[src/rtl/regfile_write_arbiter.sv]
// Write-port arbiter for the 8 x 16-bit register file.
// Two writeback sources (A = ALU, B = load/memory) compete for the single
// write port using round-robin arbitration. The winner is registered into an
// output stage that drives the register file's active-low write strobe.
//
// last_grant | meaning
// -----------+---------------------------------------------------------
// LAST_A     | A won the most recent grant; B wins the next conflict
// LAST_B     | B won the most recent grant (reset); A wins next conflict
module regfile_write_arbiter #(
    parameter int DataWidth  = 16,
    parameter int SelectSize = 3,
    parameter int CntWidth   = 8
) (
    input  logic                      clk_i,
    input  logic                      rst_ni,
    input  logic                      stall_i,
    input  logic                      a_req_i,
    input  logic [SelectSize-1:0]     a_dst_i,
    input  logic [DataWidth-1:0]      a_data_i,
    output logic                      a_ready_o,
    input  logic                      b_req_i,
    input  logic [SelectSize-1:0]     b_dst_i,
    input  logic [DataWidth-1:0]      b_data_i,
    output logic                      b_ready_o,
    output logic                      reg_we_no,
    output logic [SelectSize-1:0]     reg_dst_o,
    output logic [DataWidth-1:0]      data_o,
    output logic [2**SelectSize-1:0]  busy_o,
    output logic [CntWidth-1:0]       conflicts_o
);

    localparam logic [0:0] LAST_A = 1'b0;
    localparam logic [0:0] LAST_B = 1'b1;

    logic [0:0]            last_grant;
    logic                  grant_a;
    logic                  grant_b;
    logic                  grant_any;
    logic                  conflict;
    logic [SelectSize-1:0] win_dst;
    logic [DataWidth-1:0]  win_data;

    // Round-robin grant; nothing is granted while in reset or stalled.
    always_comb begin
        grant_a = 1'b0;
        grant_b = 1'b0;
        if (rst_ni && !stall_i) begin
            if (a_req_i && b_req_i) begin
                if (last_grant == LAST_B) begin
                    grant_a = 1'b1;
                end else begin
                    grant_b = 1'b1;
                end
            end else begin
                grant_a = a_req_i;
                grant_b = b_req_i;
            end
        end
    end

    assign grant_any = grant_a | grant_b;
    assign win_dst   = grant_a ? a_dst_i  : b_dst_i;
    assign win_data  = grant_a ? a_data_i : b_data_i;
    assign a_ready_o = grant_a;
    assign b_ready_o = grant_b;
    assign conflict  = a_req_i && b_req_i && !stall_i;

    // Output stage: a grant becomes a one-cycle write strobe on the next edge;
    // select and data hold their last values between writes.
    always_ff @(posedge clk_i or negedge rst_ni) begin
        if (!rst_ni) begin
            reg_we_no <= 1'b1;
            reg_dst_o <= '0;
            data_o    <= '0;
        end else if (grant_any) begin
            reg_we_no <= 1'b0;
            reg_dst_o <= win_dst;
            data_o    <= win_data;
        end else begin
            reg_we_no <= 1'b1;
        end
    end

    // Remember the most recent winner; stalls and idle cycles leave it alone.
    always_ff @(posedge clk_i or negedge rst_ni) begin
        if (!rst_ni) begin
            last_grant <= LAST_B;
        end else if (grant_a) begin
            last_grant <= LAST_A;
        end else if (grant_b) begin
            last_grant <= LAST_B;
        end
    end

    // Saturating count of unstalled cycles where both sources requested.
    always_ff @(posedge clk_i or negedge rst_ni) begin
        if (!rst_ni) begin
            conflicts_o <= '0;
        end else if (conflict && (conflicts_o != '1)) begin
            conflicts_o <= conflicts_o + 1'b1;
        end
    end

    // One-hot mask of the register being written this cycle.
    always_comb begin
        busy_o = '0;
        if (!reg_we_no) begin
            busy_o[reg_dst_o] = 1'b1;
        end
    end

endmodule

[config.mk]
export PLATFORM = sky130hd
export DESIGN_NAME = regfile_write_arbiter
export DESIGN_NICKNAME = d
export VERILOG_FILES = /design/src/rtl/regfile_write_arbiter.sv
export SDC_FILE = /design/constraint.sdc
export NUM_CORES = 1
export LEC_CHECK = 0
export BUFFER_PORTS_ARGS = -buffer_cell sky130_fd_sc_hd__buf_2
export CORE_MARGIN = 8
export CORE_UTILIZATION = 46
export CTS_CLUSTER_DIAMETER = 50
export DETAILED_ROUTE_END_ITERATION = 10
export PLACE_DENSITY = 0.83
export SYNTH_ARGS = -nofsm -noshare
export SYNTH_HDL_FRONTEND = slang
export SYNTH_SLANG_ARGS = --single-unit
[constraint.sdc]
create_clock -name clk_i -period 4.3 [get_ports clk_i]
set_input_delay 0.43 -clock clk_i [delete_from_list [all_inputs] [get_ports clk_i]]
set_output_delay 0.43 -clock clk_i [all_outputs]
set_load 0.1 [all_outputs]
==> impl_summary.md <==
Synth
The number of cells produced by synthesis is 144. The number of synthesis warnings is 0. After synthesis, the mean cell area works out to 9.549 sq um. The synthesized netlist occupies a cell area of 1375 sq um.

Of the synthesized area, sequential elements account for 52.96%. Synthesis inferred 29 register bits. The count of unique library cells instantiated by Yosys is 30. The net count after synthesis is 188.

Clock tree
The clock passes through at most 2 buffers. The quantity of hold-fixing buffers added after cts is 0. Clock tree synthesis found a total of 29 sinks.

The number of buffers created by CTS is 5. In this run, post-CTS repair resized a total of 0 instances. The cell sitting at the root of the clock tree is a sky130_fd_sc_hd__clkbuf_4. The number of setup buffers added after CTS is 0. In this run the number of H-tree levels came out at 2. Clock-pin slew was measured on the worst setup and hold paths at 100 ps. The clock insertion delay at the later pin of the skew report is 320 ps. The CTS tree is yes.

Floorplan
Pin placement for this block handled 81 I/O pins. The die is 70.68 um wide. In this run the core area contains 20 standard-cell rows. The initial core utilization is 46.57%. The area of the core region is 2953 sq um. The height of the chip is 70.68 um. The die footprint is 4995 sq um.

Power
The power density of the placed cells is 687.5 nW/um^2. The worst ir drop on vdd is 0.4632 mV. For this design the static power due to leakage is 1.046 nW.

Flow run
The count of maximum capacitance violations is 0.

Worst setup path
For the worst setup path, the data arrival time is 1780 ps. The top fanout value on the critical path is 32. Counting both buffers and inverters, the worst setup path holds a total of 2. The worst setup path category is primary input to output port. The gate family responsible for the most delay along the worst path is buffers and inverters. The cell with the largest stage delay on the worst path is sky130_fd_sc_hd__buf_2.

The cell seen most often among critical-path stages is sky130_fd_sc_hd__buf_2. The register-to-register setup slack is 2660 ps. Walking the worst path, the cells encountered are buf_2 -> nand3b_1 -> a21oi_1 -> buf_2.

The critical path endpoint category is an output port. STA classifies the critical path startpoint as a primary input. The count of cell instances traversed by the critical path is 4. The largest single stage delay on the critical path is 500 ps. STA puts the critical path data required time at 3870 ps. Counting cells, the worst reg-to-reg path comes to 5.

Route
The via total after detailed routing is 1354. The routed design uses 429 um of met3 wire. After detailed routing, the number of vias per cell comes to 5.168. The average wire per cell in the routed design is 14.61 um. The number of DRC violations after detailed-routing iteration 0 is 59.

The highest layer touched by signal routing is met4. Detailed routing placed a total of 1.986 mm of wire on met2. For this run, design rule violations remaining after detail routing come to 0. The routed design has 3.828 mm of wire.

The first detailed-routing pass took 4 iterations. In this run the remaining antenna-violating nets after routing total 0. For this block, wires on met1 add up to 1.346 mm.

Status
The flow ran to the end, and the final reports show no timing, DRC or antenna violations.

GRT
The via count of the first global-routing pass is 1357. The initial antenna violation count is 0. The wire length of the first global-routing pass is 6.348 mm. The total overflow left after global routing is 0. The maximum number of pins on one net before global-route repair is 33.

The global router's overall resource usage is 15.92%.

Timing
The highest clock rate is 0.4521 GHz. The max-slew violation count is 0. The worst path meets setup with 2088 ps of slack. The worst-case hold slack is 117.4 ps.

The number of setup violations in the final report is 0. Of the available clock period, the critical path in the final layout requires 51.44%. On the final layout, the worst clock skew is 8.499 ps. The worst path in the final design needs a cycle of 2212 ps, including I/O delays and setup. The worst pin sits at a relative slew slack of 57.31%. Setup total negative slack on the finished layout was measured at 0 ps.

At the pin with the least slew margin, the transition time is 640.4 ps. The final number of hold-violating endpoints is 0. Setup repair after global routing left no endpoint under its margin.

Place
The half-perimeter wire length after placement is 3.020 mm. The worst setup slack after placement is 2025 ps. Routability-driven placement finished with a final weighted congestion of 0.7662. The number of port buffers is 80.

Hold path
The path category of the worst min-delay check is primary input to asynchronous set/reset pin.

Layout
The ratio of cells with drive above 1 in the final layout is 43.67%. The final antenna diode count is 0. After the last flow step, the layout net total stands at 272. The synthesis-to-layout area growth is 39.22%.
[path summary, 6_finish.rpt]
check | endpoint | start
worst max-delay path | b_ready_o | rst_ni
worst min-delay path | data_o[11] | rst_ni
min in group clk_i | data_o[10] | b_data_i[10]
worst min register to register | data_o[0] | data_o[0]
max in group asynchronous | data_o[5] | rst_ni
worst max register to register | conflicts_o[6] | conflicts_o[0]
[per-layer routing]
| metal | GRT usage, % | up-vias |
|---|---|---|
| met5 | 0 | - |
| met4 | 7.852 | 0 |
| met3 | 7.486 | 5 |
| met2 | 27.53 | 50 |
| met1 | 15.63 | 630 |
| li1 | - | 669 |
[final cells by class]
type | instances | area, sq um
clock inverter | 3 | 65.06
tap | 33 | 41.29
clock buffer | 5 | 37.54
inverter | 1 | 3.754
timing repair buffer | 83 | 422.9
fill | 249 | 1039
sequential | 29 | 728.2
multi-input combinational | 108 | 615.6
[placed cells by master, fill, tap and decap left out]
master	synthesis	layout
sky130_fd_sc_hd__a21oi_1	4	4
sky130_fd_sc_hd__a22oi_1	19	19
sky130_fd_sc_hd__a31oi_1	1	1
sky130_fd_sc_hd__and3_1	2	2
sky130_fd_sc_hd__and3b_2	1	1
sky130_fd_sc_hd__buf_2	4	80
sky130_fd_sc_hd__buf_4	0	3
sky130_fd_sc_hd__bufinv_16	0	2
sky130_fd_sc_hd__clkbuf_4	0	5
sky130_fd_sc_hd__clkinv_2	0	1
sky130_fd_sc_hd__dfrtp_1	27	27
sky130_fd_sc_hd__dfstp_2	2	2
sky130_fd_sc_hd__ha_1	1	1
sky130_fd_sc_hd__inv_1	1	1
sky130_fd_sc_hd__mux2_1	1	1
sky130_fd_sc_hd__mux2_2	2	2
sky130_fd_sc_hd__nand2_1	45	45
sky130_fd_sc_hd__nand2b_1	4	4
sky130_fd_sc_hd__nand3_1	2	2
sky130_fd_sc_hd__nand3_2	1	1
sky130_fd_sc_hd__nand3b_1	2	2
sky130_fd_sc_hd__nand4_1	1	1
sky130_fd_sc_hd__nand4_4	1	1
sky130_fd_sc_hd__nor2_1	5	5
sky130_fd_sc_hd__nor2b_1	1	1
sky130_fd_sc_hd__nor3_1	4	4
sky130_fd_sc_hd__nor3_2	2	2
sky130_fd_sc_hd__nor4_1	1	1
sky130_fd_sc_hd__o21a_1	1	1
sky130_fd_sc_hd__o21ai_0	4	3
sky130_fd_sc_hd__o21ai_1	1	2
sky130_fd_sc_hd__xnor2_1	1	1
sky130_fd_sc_hd__xor2_1	1	1
[per-stage QoR]
step	total power, mW	util [%]	cells	area, sq um
finish	1.316	64.83	262	1914
detailed placement	1.051	61.36	254	1812
CTS	1.328	64.83	262	1914
global placement	1.041	61.36	254	1812
floorplan	0.9241	-	144	1375
global route	1.375	64.83	262	1914
[sequential cells by signal, summed over array words and instances (netlist names)]
register and flops:
conflicts_o 8, data_o 16, last_grant 1, reg_dst_o 3, reg_we_no 1
[cells by family after synthesis]
logic type | after synthesis | share of synthesized area, %
xor gates and xnor gates | 2 | 1.274
buffers and inverters | 7 | 2.275
muxes | 3 | 2.457
DFF | 29 | 52.96
adders and majority gates | 1 | 0.9098
AOI/OAI and AO/OA | 30 | 14.65
and+or+nand+nor | 72 | 25.48
[synthesized netlist by cell type, drive strengths merged]
| library cell | instances | area [sq um] |
|---|---|---|
| nand2 | 45 | 168.9 |
| dfrtp | 27 | 675.7 |
| a22oi | 19 | 142.6 |
| nor3 | 6 | 40.04 |
| nor2 | 5 | 18.77 |
| o21ai | 5 | 25.02 |
| a21oi | 4 | 20.02 |
| buf | 4 | 20.02 |
| nand2b | 4 | 25.02 |
| mux2 | 3 | 33.78 |
| nand3 | 3 | 20.02 |
| and3 | 2 | 12.51 |
| clkbuf | 2 | 7.510 |
| dfstp | 2 | 52.55 |
| nand3b | 2 | 15.01 |
| nand4 | 2 | 27.53 |
| a31oi | 1 | 6.260 |
| and3b | 1 | 10.01 |
| ha | 1 | 12.51 |
| inv | 1 | 3.750 |
| nor2b | 1 | 6.260 |
| nor4 | 1 | 6.260 |
| o21a | 1 | 7.510 |
| xnor2 | 1 | 8.760 |
| xor2 | 1 | 8.760 |
[where the power goes]
part | switching, mW | total [mW] | internal [mW]
registers | 0.0646 | 0.398 | 0.334
clock network | 0.0939 | 0.274 | 0.180
logic | 0.545 | 0.644 | 0.0988
No activity file was read; power rests on OpenSTA's default activity.
